<file path="config.mk">
export PLATFORM = sky130hd
export DESIGN_NAME = fetch_unit_flat
export DESIGN_NICKNAME = d
export VERILOG_FILES = /design/src/rtl/mips_pkg.sv /design/src/rtl/fetch_unit_if.sv /design/src/rtl/fetch_unit_next_pc_logic.sv /design/src/rtl/fetch_unit.sv /design/src/flat_wrapper.sv
export SDC_FILE = /design/constraint.sdc
export NUM_CORES = 1
export LEC_CHECK = 0
export BUFFER_PORTS_ARGS = -buffer_cell sky130_fd_sc_hd__buf_2
export CORE_MARGIN = 2
export CORE_UTILIZATION = 52
export CTS_BUF_LIST = sky130_fd_sc_hd__clkbuf_16
export DETAILED_ROUTE_END_ITERATION = 16
export PLACE_DENSITY = 0.84
export SYNTH_ARGS = -nofsm -noshare
export SYNTH_HDL_FRONTEND = slang
export SYNTH_HIERARCHICAL = 1
export SYNTH_SLANG_ARGS = --single-unit
</file>
<file path="constraint.sdc">
create_clock -name clk -period 4.2 [get_ports clk]
set_input_delay 0.63 -clock clk [delete_from_list [all_inputs] [get_ports clk]]
set_output_delay 0.63 -clock clk [all_outputs]
set_load 0.02 [all_outputs]
</file>
<file path="src/rtl/mips_pkg.sv">
// mips_pkg -- shared definitions for the MIPS core front end.
//   fetch_state_t : state encoding of the instruction fetch FSM
//   WORD_BYTES    : instruction size in bytes (PC increment)
//   OP_MSB/OP_LSB : opcode field position inside an instruction word
//   JTARGET_W     : width of the J-type jump target field
package mips_pkg;

  typedef enum logic [1:0] {
    S_IDLE = 2'd0,
    S_REQ  = 2'd1,
    S_HOLD = 2'd2,
    S_ERR  = 2'd3
  } fetch_state_t;

  localparam int WORD_BYTES = 4;
  localparam int OP_MSB     = 31;
  localparam int OP_LSB     = 26;
  localparam int JTARGET_W  = 26;

endpackage

</file>
<file path="src/rtl/fetch_unit_if.sv">
// fetch_unit_if -- instruction memory req/ack handshake.
//   req   : fetch request (master -> memory)
//   addr  : fetch address, word aligned (master -> memory)
//   ack   : memory returns rdata this cycle (memory -> master)
//   rdata : 32-bit instruction word (memory -> master)
// Modports: master = fetch unit side, slave = memory side.
interface fetch_unit_if;
  logic        req;
  logic [31:0] addr;
  logic        ack;
  logic [31:0] rdata;

  modport master (output req, output addr, input ack, input rdata);
  modport slave  (input req, input addr, output ack, output rdata);
endinterface

</file>
<file path="src/rtl/fetch_unit_next_pc_logic.sv">
// next_pc_logic -- combinational next-PC selection for the fetch unit.
//   pc_plus4 : address of the sequential successor
//   jtarget  : J-type target field, instr[25:0]
//   sign_imm : sign-extended branch immediate (word offset)
//   pc_src   : take the branch
//   jump     : take the J-type jump (has priority over pc_src)
//   next_pc  : selected next program counter
module next_pc_logic
  import mips_pkg::*;
(
  input  logic [31:0]          pc_plus4,
  input  logic [JTARGET_W-1:0] jtarget,
  input  logic [31:0]          sign_imm,
  input  logic                 pc_src,
  input  logic                 jump,
  output logic [31:0]          next_pc
);

  logic [31:0] jump_pc;
  logic [31:0] branch_pc;

  // Jump keeps the 256 MB region of the delay-slot address.
  assign jump_pc   = {pc_plus4[31:28], jtarget, 2'b00};
  // Shift drops sign_imm[31:30]; sum wraps modulo 2^32.
  assign branch_pc = pc_plus4 + (sign_imm << 2);

  always_comb begin
    next_pc = pc_plus4;
    if (jump) begin
      next_pc = jump_pc;
    end else if (pc_src) begin
      next_pc = branch_pc;
    end
  end

endmodule

</file>
<file path="src/rtl/fetch_unit.sv">
// fetch_unit -- instruction fetch stage of the MIPS core.
// Owns the PC, fetches words over a req/ack handshake with a bounded
// wait, holds the fetched word for decode until the datapath retires it,
// then advances the PC using the controller's pc_src/jump decisions.
// Parameters:
//   RESET_PC : PC after reset (word aligned)
//   MAX_WAIT : ack-less request cycles tolerated before fetch_err (>= 1)
// Ports:
//   clk, reset  : clock, asynchronous active-high reset
//   imem        : instruction memory handshake (master side)
//   instr       : held instruction word, op = instr[31:26]
//   instr_valid : instr valid for decode/execute
//   pc, pc_plus4: current instruction address and its successor
//   retire      : current instruction done, next-PC inputs valid
//   pc_src, jump, sign_imm : next-PC controls from controller/datapath
//   fetch_err   : sticky fetch timeout
module fetch_unit
  import mips_pkg::*;
#(
  parameter logic [31:0] RESET_PC = 32'h0000_0000,
  parameter int          MAX_WAIT = 15
) (
  input  logic                clk,
  input  logic                reset,
  fetch_unit_if.master        imem,
  output logic [31:0]         instr,
  output logic                instr_valid,
  output logic [31:0]         pc,
  output logic [31:0]         pc_plus4,
  input  logic                retire,
  input  logic                pc_src,
  input  logic                jump,
  input  logic [31:0]         sign_imm,
  output logic                fetch_err
);

  localparam int CNT_W = $clog2(MAX_WAIT + 1);
  localparam logic [CNT_W-1:0] CNT_MAX = CNT_W'(MAX_WAIT);

  generate
    if (RESET_PC[1:0] != 2'b00) begin : g_bad_reset_pc
      $error("fetch_unit: RESET_PC must be word aligned");
    end
    if (MAX_WAIT < 1) begin : g_bad_max_wait
      $error("fetch_unit: MAX_WAIT must be at least 1");
    end
  endgenerate

  fetch_state_t     state;
  logic [31:0]      pc_q;
  logic [31:0]      instr_q;
  logic [CNT_W-1:0] wait_cnt;
  logic [31:0]      next_pc;

  assign pc       = pc_q;
  assign pc_plus4 = pc_q + 32'(WORD_BYTES);
  assign instr    = instr_q;

  // Handshake and status outputs decode from state only, so neither
  // ack nor retire has a combinational path to req/instr_valid.
  assign imem.req    = (state == S_REQ);
  assign imem.addr   = pc_q;
  assign instr_valid = (state == S_HOLD);
  assign fetch_err   = (state == S_ERR);

  next_pc_logic u_next_pc (
    .pc_plus4 (pc_plus4),
    .jtarget  (instr_q[JTARGET_W-1:0]),
    .sign_imm (sign_imm),
    .pc_src   (pc_src),
    .jump     (jump),
    .next_pc  (next_pc)
  );

  // In S_REQ an ack takes priority over the timeout check, so a total of
  // MAX_WAIT+1 request cycles is allowed. S_ERR only exits via reset.
  always_ff @(posedge clk or posedge reset) begin
    if (reset) begin
      state    <= S_IDLE;
      pc_q     <= RESET_PC;
      instr_q  <= 32'h0;
      wait_cnt <= '0;
    end else begin
      case (state)
        S_IDLE: begin
          state <= S_REQ;
        end
        S_REQ: begin
          if (imem.ack) begin
            instr_q  <= imem.rdata;
            wait_cnt <= '0;
            state    <= S_HOLD;
          end else if (wait_cnt == CNT_MAX) begin
            state <= S_ERR;
          end else begin
            wait_cnt <= wait_cnt + 1'b1;
          end
        end
        S_HOLD: begin
          if (retire) begin
            pc_q  <= next_pc;
            state <= S_REQ;
          end
        end
        S_ERR: begin
          state <= S_ERR;
        end
        default: begin
          state <= S_IDLE;
        end
      endcase
    end
  end

endmodule

</file>
<file path="src/flat_wrapper.sv">
// flat-port wrapper written by rule: the top's interface ports become plain ports
module fetch_unit_flat import mips_pkg::*;
#(
  parameter logic [31:0] RESET_PC = 32'h0000_0000,
  parameter int          MAX_WAIT = 15
)
  (clk, reset, instr, instr_valid, pc, pc_plus4, retire, pc_src, jump, sign_imm, fetch_err, imem_req, imem_addr, imem_ack, imem_rdata);
  fetch_unit_if imem_i ();
  input  logic clk;
  input  logic reset;
  output logic [31:0] instr;
  output logic instr_valid;
  output logic [31:0] pc;
  output logic [31:0] pc_plus4;
  input  logic retire;
  input  logic pc_src;
  input  logic jump;
  input  logic [31:0] sign_imm;
  output logic fetch_err;
  output wire logic [$bits(imem_i.req)-1:0] imem_req;
  output wire logic [$bits(imem_i.addr)-1:0] imem_addr;
  input wire logic [$bits(imem_i.ack)-1:0] imem_ack;
  input wire logic [$bits(imem_i.rdata)-1:0] imem_rdata;
  assign imem_req = imem_i.req;
  assign imem_addr = imem_i.addr;
  assign imem_i.ack = imem_ack;
  assign imem_i.rdata = imem_rdata;
  fetch_unit #(.RESET_PC(RESET_PC), .MAX_WAIT(MAX_WAIT)) u_core (.clk(clk), .reset(reset), .imem(imem_i), .instr(instr), .instr_valid(instr_valid), .pc(pc), .pc_plus4(pc_plus4), .retire(retire), .pc_src(pc_src), .jump(jump), .sign_imm(sign_imm), .fetch_err(fetch_err));
endmodule
</file>
==> results of run 1 <==
==> cell usage in the layout, fill, tap and decap left out, drive strengths merged, types with 5 or more instances in the layout <==
master / n
a21oi: 41
xor2: 28
o21bai: 5
a22oi: 6
nand2: 57
nor4: 7
mux2: 65
o21ai: 46
xnor2: 24
a21o: 12
and3: 8
clkbuf: 9
buf: 208
ha: 31
nand4: 12
mux2i: 13
nor3: 10
dfrtp: 70
nor2: 23
inv: 19
nor2b: 5
a211oi: 6
nand3: 17
==> where the power goes <==
group / leakage, nW / internal [mW] / switching (mW)
clock network: 0.159 / 0.511 / 0.259
logic: 2.59 / 1.29 / 2.03
registers: 0.894 / 0.964 / 0.399
==> path summary, 6_finish.rpt <==
kind / from / end / slack (ns) / cells past startpoint
max in group asynchronous: reset / u_core/instr[20] / 2.81 / 3
setup / recovery: u_core/imem.addr[2] / u_core/imem.addr[30] / 0.24 / 16
hold reg to reg: u_core/instr[27] / u_core/instr[27] / 0.50 / 1
setup reg to reg: u_core/imem.addr[2] / u_core/imem.addr[30] / 0.24 / 16
hold / removal: reset / u_core/instr[27] / 0.48 / 2
min in group clk: u_core/instr[27] / u_core/instr[27] / 0.50 / 1
==> final cells by class <==
class,count,area share
clock buffers,9,0.0325
clock inverters,7,0.0117
inverters,17,0.00922
multi-input cells,469,0.514
flip-flops and latches,70,0.253
well taps,140,0.0253
repair buffers,208,0.154
==> logic make-up (layout without fill, tap and decap cells) <==
kind of cell | count (synthesis) | count (layout) | synth area share
buffers and inverters | 73 | 241 | 0.0806
and+or+nand+nor | 163 | 163 | 0.155
adders and majority gates | 32 | 32 | 0.0708
muxes | 78 | 78 | 0.150
DFF | 70 | 70 | 0.304
xor gates and xnor gates | 52 | 52 | 0.0790
AOI/OAI and AO/OA | 144 | 144 | 0.160
==> synth_stat cells, types with 3 or more instances <==
master	count
nor2b_1	5
nand3_1	15
a21o_1	11
or3_1	4
and3_1	7
o21a_1	3
a31oi_1	4
o21ai_1	5
ha_1	31
nor3_1	9
mux2_2	65
o211ai_1	3
buf_4	34
buf_1	3
and2_1	3
nor4b_2	3
clkbuf_1	8
nor4_1	5
o21bai_1	5
a211oi_1	5
nand2_1	57
a21oi_1	40
inv_1	17
o31a_1	3
xnor2_1	24
nand4_1	10
a22oi_1	6
mux2i_1	13
buf_2	6
dfrtp_1	70
o21ai_0	39
xor2_1	28
nor2_1	23
nand2b_1	4
==> metal layers <==
layer  part of all wire  vias up
li1                   -     2518
met3              0.071       20
met4              0.017        0
met5                  0        -
met1               0.45     2471
met2               0.46      213
==> state kept, by name (all words and copies together) (netlist names) <==
name and cells:
u_core/imem.addr 32, u_core/state 2, u_core/instr 32, u_core/wait_cnt 4
==> repair_timing <==
| item | 4_1_cts | 5_1_grt |
|---|---|---|
| setup endpoints to repair | 0 | 4 |
| resized for setup | 0 | 2 |
| hold endpoints to repair | 0 | 0 |
| buffers inserted | 0 | 2 |
==> metrics by stage <==
stage	util	power, mW	setup WS, ns	instance area [um^2]	std cells
final	0.639	5.45	0.239	6920	920
after global routing	0.639	5.80	0.00455	6920	920
after global placement	0.608	4.54	0.256	6590	902
after floorplan	-	3.71	0.111	5760	612
after detailed placement	0.608	4.62	0.193	6590	902
after CTS	0.636	5.41	0.171	6890	918
==> results_dict.tcl, run 1 <==
set metrics [dict create \
    viasPerCell 5.68 \
    htreeDepth 3 \
    path_max_fanout 7 \
    async_flop_share 1.00 \
    synth_edf_count 0 \
    synth_top_area_frac 0.304 \
    die_w_um 109 \
    antenna_found_initial 0 \
    timing.hold.ws_ns 0.485 \
    ir_drop_uv 465 \
    synth_ff_type "dfrtp_1" \
    slew_headroom 0.419 \
    use_met2 0.404 \
    syn_avg_cell_area_um2 9.41 \
    crit_arrival_ns 4.17 \
    drt_wl_total_um 15700 \
    path_delay_family "simple AND/OR/NAND/NOR gates" \
    drv_cap 0 \
    fin_crit_sh 0.943 \
    syn_nets 714 \
    die-area_mm2 0.0119 \
    syn-cell-area_mm2 0.00576 \
    drive_gt1_frac 0.403 \
    grt_pass1_vias 4731 \
    synth.area.top_cells "dfrtp_1, mux2_2, ha_1, buf_4, xor2_1" \
    critPathRequiredTime_ns 4.41 \
    clock_tree.root_cell "clkbuf_16" \
    crit_type "reg -> reg" \
    portBuffers 198 \
    yosysWarningCount 6 \
    syn_inst 612 \
    cts_buffer_depth 2 \
    grt_most_used_layer "met2" \
    cpPeakStageDelay_ns 0.44 \
    hold_viol 0 \
    clk_pin_slew_worst_paths_ns 0.06 \
    slew_violations 0 \
    nFillCells 927 \
    skew_ns 0.00572 \
    ys_types 71 \
    num_antenna_cells 0 \
    outcome "completed" \
    initial_core_util 0.532 \
    cp-start-kind "register" \
    fin_crit_ns 3.96 \
    fp.dieH_um 109 \
    setup_violations 0 \
    overflow 0 \
    drc 0 \
    hpwl_um 12400 \
    use_met3 0.0293 \
    endpoint_kind "register" \
    cpMaxStageDelayCell "or3_4" \
    synth_seq_area_share 0.304 \
    clkLatencyLatePin_ns 0.32 \
    grt_setup_unrepaired "false" \
    ys_seq_elements 70 \
    synth_area_leader_cell "dfrtp_1" \
    num_vias 5222 \
    multi_input_area_mm2 0.00356 \
    path_cells "ha_1, nand2_1, or3_4, buf_4, nor4b_2, xor2_1, ha_1, nand4_1, nor2_1, and2_1, a221oi_1, nand2_1, a31oi_1, or4b_1, nand3_1, mux2_2" \
    ant_nets 0 \
    routedWlPerCell_um 17.0 \
    grt_pass1_wl_um 24200 \
    cp.buffers_inverters 1 \
    area_growth_pct 20.1 \
    rows 38 \
    hp-class "in -> async" \
    core_region_area_mm2 0.0108 \
    pin_count 201 \
    fmax_mhz 252 \
    postCtsHoldBufs 0 \
    final.setup.tns_ns 0 \
    worst_pin_slew_ns 0.871 \
    use_met1 0.386 \
    drt_iter0_drc 380 \
    grt_max_degree 54 \
    nets 877 \
    regArea_mm2 0.00175 \
    powerDensity_mw_per_mm2 787 \
    gp_congestion 0.972 \
    numCtsBuffers 9 \
    clock-sinks 70 \
    cts_tree "done" \
    power_leakage_nw 3.65 \
    first_pass_iters 5 \
    grt_usage 0.261 \
]
No activity file was read; power rests on OpenSTA's default activity.
==> run 2, diff against run 1 <==
==> constraint.sdc (replaced) <==
create_clock -name clk -period 4.2 [get_ports clk]
set_input_delay 0.21 -clock clk [delete_from_list [all_inputs] [get_ports clk]]
set_output_delay 0.21 -clock clk [all_outputs]
set_load 0.02 [all_outputs]
==> results_dict.tcl, run 2 (same netlist as run 1, synthesis figures left out) <==
set metrics [dict create \
    outcome "completed" \
    crit_type "reg -> reg" \
    portBuffers 198 \
    hp-class "in -> reg" \
    drv_cap 0 \
    drt_iter0_drc 424 \
    setup_violations 0 \
    grt_pass1_vias 4831 \
    regToRegSetupSlack_ns 0.26 \
    grt_setup_unrepaired "false" \
    routedWlPerCell_um 17.1 \
    area_growth_pct 20.9 \
    first_pass_iters 5 \
    overflow 0 \
    postCtsHoldBufs 0 \
    die_w_um 109 \
    clock_tree.root_cell "clkbuf_16" \
    clk_pin_slew_worst_paths_ns 0.06 \
    antenna_found_initial 0 \
    clkLatencyLatePin_ns 0.32 \
    grt_max_degree 71 \
    final.setup.tns_ns 0 \
    worst_pin_slew_ns 0.869 \
    layout_common_cells "buf_2, dfrtp_1, mux2_2, nand2_1" \
    pin_count 201 \
    core_region_area_mm2 0.0108 \
    grt_pass1_wl_um 24400 \
    num_vias 5213 \
    grt_usage 0.263 \
    stdcell_area_mm2 0.00697 \
    slew_headroom 0.421 \
    clock-sinks 70 \
    fp.dieH_um 109 \
    gp_congestion 0.931 \
    rows 38 \
    reg2regPathDepth 15 \
    htreeDepth 3 \
    drc 0 \
    die-area_mm2 0.0119 \
    path_max_fanout 9 \
    postPlaceCellArea_mm2 0.00659 \
    p_total_mw 5.58 \
    cts_buffer_depth 2 \
    power_leakage_nw 3.65 \
    initial_core_util 0.532 \
    hold_depth 2 \
    hpwl_um 12400 \
    ant_nets 0 \
    slew_violations 0 \
    ir_drop_uv 433 \
    num_antenna_cells 0 \
    numCtsBuffers 9 \
    endpoint_kind "register" \
    nets 875 \
    drive_gt1_frac 0.406 \
    cts_tree "done" \
    fin_crit_sh 0.939 \
    crit_arrival_ns 4.15 \
    fmax_mhz 254 \
    fin_crit_ns 3.94 \
    cp-start-kind "register" \
    final_common_cell "buf_2" \
    hold_viol 0 \
    drt_wl_total_um 15700 \
    powerDensity_mw_per_mm2 800 \
    placedCellCount 902 \
    critPathRequiredTime_ns 4.41 \
    layout.cells.non_filler 918 \
    viasPerCell 5.68 \
    skew_ns 0.00663 \
]
run 2: metrics by stage:
step | hold slack [ns] | setup WS, ns | util
3_3_place_gp | 0.427 | 0.256 | 0.608
6_report | 0.0955 | 0.257 | 0.643
4_1_cts | 0.0864 | 0.149 | 0.641
2_1_floorplan | 0.306 | 0.111 | -
5_1_grt | 0.107 | 0.0331 | 0.643
3_5_place_dp | 0.444 | 0.190 | 0.608
run 2: report_power, final:
part	switching [mW]	internal [mW]	leakage, nW
clock	0.268	0.636	0.173
sequential	0.399	0.964	0.894
combinational	2.03	1.28	2.58
run 2: what timing repair did:
item | 4_1_cts | 5_1_grt
endpoints found under the hold margin | 0 | 0
resized for setup | 0 | 4
buffers inserted | 0 | 0
setup endpoints to repair | 0 | 6
run 2: path summary, 6_finish.rpt:
| path | start | endpoint |
|---|---|---|
| worst max-delay path | u_core/imem.addr[2] | u_core/imem.addr[28] |
| worst min register to register | u_core/instr[28] | u_core/instr[28] |
| worst min-delay path | retire | u_core/state[1] |
| worst max register to register | u_core/imem.addr[2] | u_core/imem.addr[28] |
| max in group asynchronous | reset | u_core/instr[3] |
| min in group asynchronous | reset | u_core/instr[27] |
run 2: critical path, stage by stage (launching register included):
cell and delay [ns]:
dfrtp_1 0.41, ha_1 0.22, nand2_1 0.09, or3_4 0.45
buf_4 0.18, nor4_2 0.24, xor2_1 0.35, ha_2 0.41
a21o_1 0.18, a21oi_1 0.17, o21ai_0 0.10, a31o_2 0.25
a21oi_1 0.15, xor2_1 0.18, o21ai_0 0.15, mux2_2 0.31
run 2: area by class of cell:
type                       instances  area, um^2
timing repair buffer             206        1050
clock buffer                       9         225
multi-input combinational        469        3560
sequential                        70        1750
tap                              140         175
fill                             924        3870
clock inverter                     7         136
inverter                          17        63.8
run 2: per-layer routing:
layer	up-vias	GRT usage	share of wire	wire, um
met3	26	0.0412	0.076	1190
met4	0	0.0841	0.020	312
li1	2515	-	-	-
met1	2441	0.376	0.45	7010
met2	231	0.409	0.46	7160
met5	-	0	0	0
==> run 3, diff against run 2 <==
--- a/config.mk
+++ b/config.mk
@@ -7,11 +7,10 @@
 export LEC_CHECK = 0
 export BUFFER_PORTS_ARGS = -buffer_cell sky130_fd_sc_hd__buf_2
 export CORE_MARGIN = 2
-export CORE_UTILIZATION = 52
+export CORE_UTILIZATION = 51
 export CTS_BUF_LIST = sky130_fd_sc_hd__clkbuf_16
 export DETAILED_ROUTE_END_ITERATION = 16
-export PLACE_DENSITY = 0.84
+export PLACE_DENSITY = 0.82
 export SYNTH_ARGS = -nofsm -noshare
 export SYNTH_HDL_FRONTEND = slang
-export SYNTH_HIERARCHICAL = 1
 export SYNTH_SLANG_ARGS = --single-unit
==> results_dict.tcl, run 3 <==
set metrics [dict create \
    yosysWarningCount 0 \
    cts_tree "done" \
    initial_core_util 0.527 \
    reg2regPathDepth 14 \
    synth_ff_type "dfrtp_1" \
    regArea_mm2 0.00170 \
    grt_max_degree 37 \
    slew_headroom 0.529 \
    worst_pin_slew_ns 0.705 \
    setup_slack_ns 0.374 \
    cp-start-kind "register" \
    pin_count 201 \
    crit_type "reg -> reg" \
    clock-sinks 68 \
    die_w_um 110 \
    gp_congestion 0.947 \
    path_max_fanout 8 \
    endpoint_kind "register" \
    ir_drop_uv 381 \
    layout.cells.non_filler 945 \
    fin_crit_ns 3.83 \
    cts_buffer_depth 2 \
    first_pass_iters 6 \
    ys_types 80 \
    pre_cts_ws_ns 0.501 \
    syn_inst 646 \
    cpMaxStageDelayCell "dfrtp_1" \
    min_from "imem_rdata[30]" \
    crit_arrival_ns 4.03 \
    grt_pass1_wl_um 24400 \
    grt_setup_unrepaired "false" \
    clock_tree.root_cell "clkbuf_16" \
    num_vias 5381 \
    hpwl_um 12400 \
    viasPerCell 5.69 \
    path_cells "and4_1, and4_1, and2_1, nand2_1, xnor2_1, ha_1, nand2_1, o21ai_0, a21oi_1, nand4_1, nand2_1, o31ai_1, o21bai_1, nand3_1" \
    powerDensity_mw_per_mm2 726 \
    ant_nets 0 \
    portBuffers 192 \
    layout_common_cells "buf_2, dfrtp_1, nand2_1, a21oi_1, o21ai_0" \
    clkLatencyLatePin_ns 0.33 \
    hp-class "in -> reg" \
    final.setup.tns_ns 0 \
    fmax_mhz 261 \
    fp.dieH_um 110 \
    setup_violations 0 \
    regToRegSetupSlack_ns 0.37 \
    critPathMostFrequentCell "nand2_1" \
    synth_common_cells "dfrtp_1, nand2_1, a21oi_1" \
    grt_usage 0.260 \
    syn_avg_cell_area_um2 8.87 \
    nFillCells 954 \
    num_antenna_cells 0 \
    multi_input_area_mm2 0.00360 \
    p_total_mw 5.00 \
    skew_ns 0.00792 \
    fin_crit_sh 0.911 \
    numCtsBuffers 9 \
    synth.area.top_cells "dfrtp_1, ha_1, mux2_2, buf_4, nand2_1" \
    clk_pin_slew_worst_paths_ns 0.06 \
    area_growth_pct 20.1 \
    synth_edf_count 0 \
    placedCellCount 928 \
    critPathRequiredTime_ns 4.41 \
    syn-cell-area_mm2 0.00573 \
    rows 38 \
    hold_depth 2 \
    drv_cap 0 \
    reg2reg_to "u_core.imem.addr[31]" \
    cpPeakStageDelay_ns 0.50 \
    nets 908 \
    power_leakage_nw 3.52 \
    largest_reg_flops 32 \
    drive_gt1_frac 0.343 \
    async_flop_share 1.00 \
    drt_wl_total_um 15800 \
    r2r-start "u_core.imem.addr[11]" \
    synth_top_area_frac 0.297 \
    core_region_area_mm2 0.0109 \
    synth_most_common_cell "dfrtp_1" \
    synth_area_leader_cell "dfrtp_1" \
    path_delay_family "simple AND/OR/NAND/NOR gates" \
    die-area_mm2 0.0121 \
    slew_violations 0 \
    drt_iter0_drc 470 \
    min_to "u_core.instr[30]" \
    ys_seq_elements 68 \
    htreeDepth 3 \
    hold_viol 0 \
    drc 0 \
    timing.hold.ws_ns 0.106 \
    synth_seq_area_share 0.297 \
    grt_pass1_vias 4799 \
    cp.buffers_inverters 0 \
    outcome "completed" \
    overflow 0 \
    routedWlPerCell_um 16.7 \
    final_common_cell "buf_2" \
    antenna_found_initial 0 \
]
[run 3: stage by stage]
| step | area, um^2 | utilization |
|---|---|---|
| 2_1_floorplan | 5750 | - |
| 3_3_place_gp | 6570 | 0.603 |
| 3_5_place_dp | 6570 | 0.603 |
| 4_1_cts | 6890 | 0.632 |
| 5_1_grt | 6890 | 0.632 |
| 6_report | 6890 | 0.632 |
[run 3: how the worst max path moves through the flow]
stage | end | startpoint | slack (ns) | cells past startpoint
global placement | u_core.imem.addr[31] | u_core.imem.addr[11] | 0.51 | 14
global route | u_core.imem.addr[31] | u_core.imem.addr[11] | 0.13 | 14
detailed placement | u_core.imem.addr[31] | u_core.imem.addr[11] | 0.50 | 14
floorplan | u_core.imem.addr[23] | u_core.imem.addr[5] | 0.52 | 16
finish | u_core.imem.addr[31] | u_core.imem.addr[11] | 0.37 | 14
CTS | u_core.imem.addr[31] | u_core.imem.addr[11] | 0.44 | 14
[run 3: worst register-to-register path, delay by kind of cell, from the launching register on]
family	cells	cell delay [ns]
AOI/OAI and AO/OA	4	1.05
DFF	1	0.50
xor gates and xnor gates	1	0.39
adders and majority gates	1	0.25
and+or+nand+nor	8	1.53
[run 3: what timing repair did]
| item | in CTS | in global routing |
|---|---|---|
| setup buffers | 0 | 0 |
| endpoints found under the hold margin | 6 | 0 |
| hold buffers | 1 | 0 |
| resized for setup | 0 | 0 |
[run 3: cell type report]
type / instances / area share
flip-flops and latches: 68 / 0.247
multi-input cells: 504 / 0.523
inverters: 14 / 0.00763
well taps: 140 / 0.0254
clock inverters: 7 / 0.0118
clock buffers: 9 / 0.0327
repair buffers: 203 / 0.152
[run 3: power by group]
| part | switching, mW | internal (mW) | leakage (nW) |
|---|---|---|---|
| sequential | 0.325 | 0.880 | 0.847 |
| combinational | 1.88 | 1.15 | 2.53 |
| clock | 0.302 | 0.468 | 0.147 |
| total | 2.50 | 2.49 | 3.52 |
[run 3: kinds of logic after synthesis]
logic type | share of synthesized area
buffers and inverters | 0.0777
flip-flops | 0.297
multiplexers | 0.0821
XOR/XNOR | 0.0792
AND/OR/NAND/NOR | 0.177
adder cells (fa/ha/maj) | 0.0842
AO/OA/AOI/OAI | 0.203
other | 0.000654
[run 3: metal layers]
metal / global-route usage / share of wire / vias to the layer above
li1: - / - / 2619
met1: 0.381 / 0.45 / 2509
met2: 0.390 / 0.45 / 230
met3: 0.0447 / 0.084 / 23
met4: 0.0823 / 0.020 / 0
met5: 0 / 0 / -
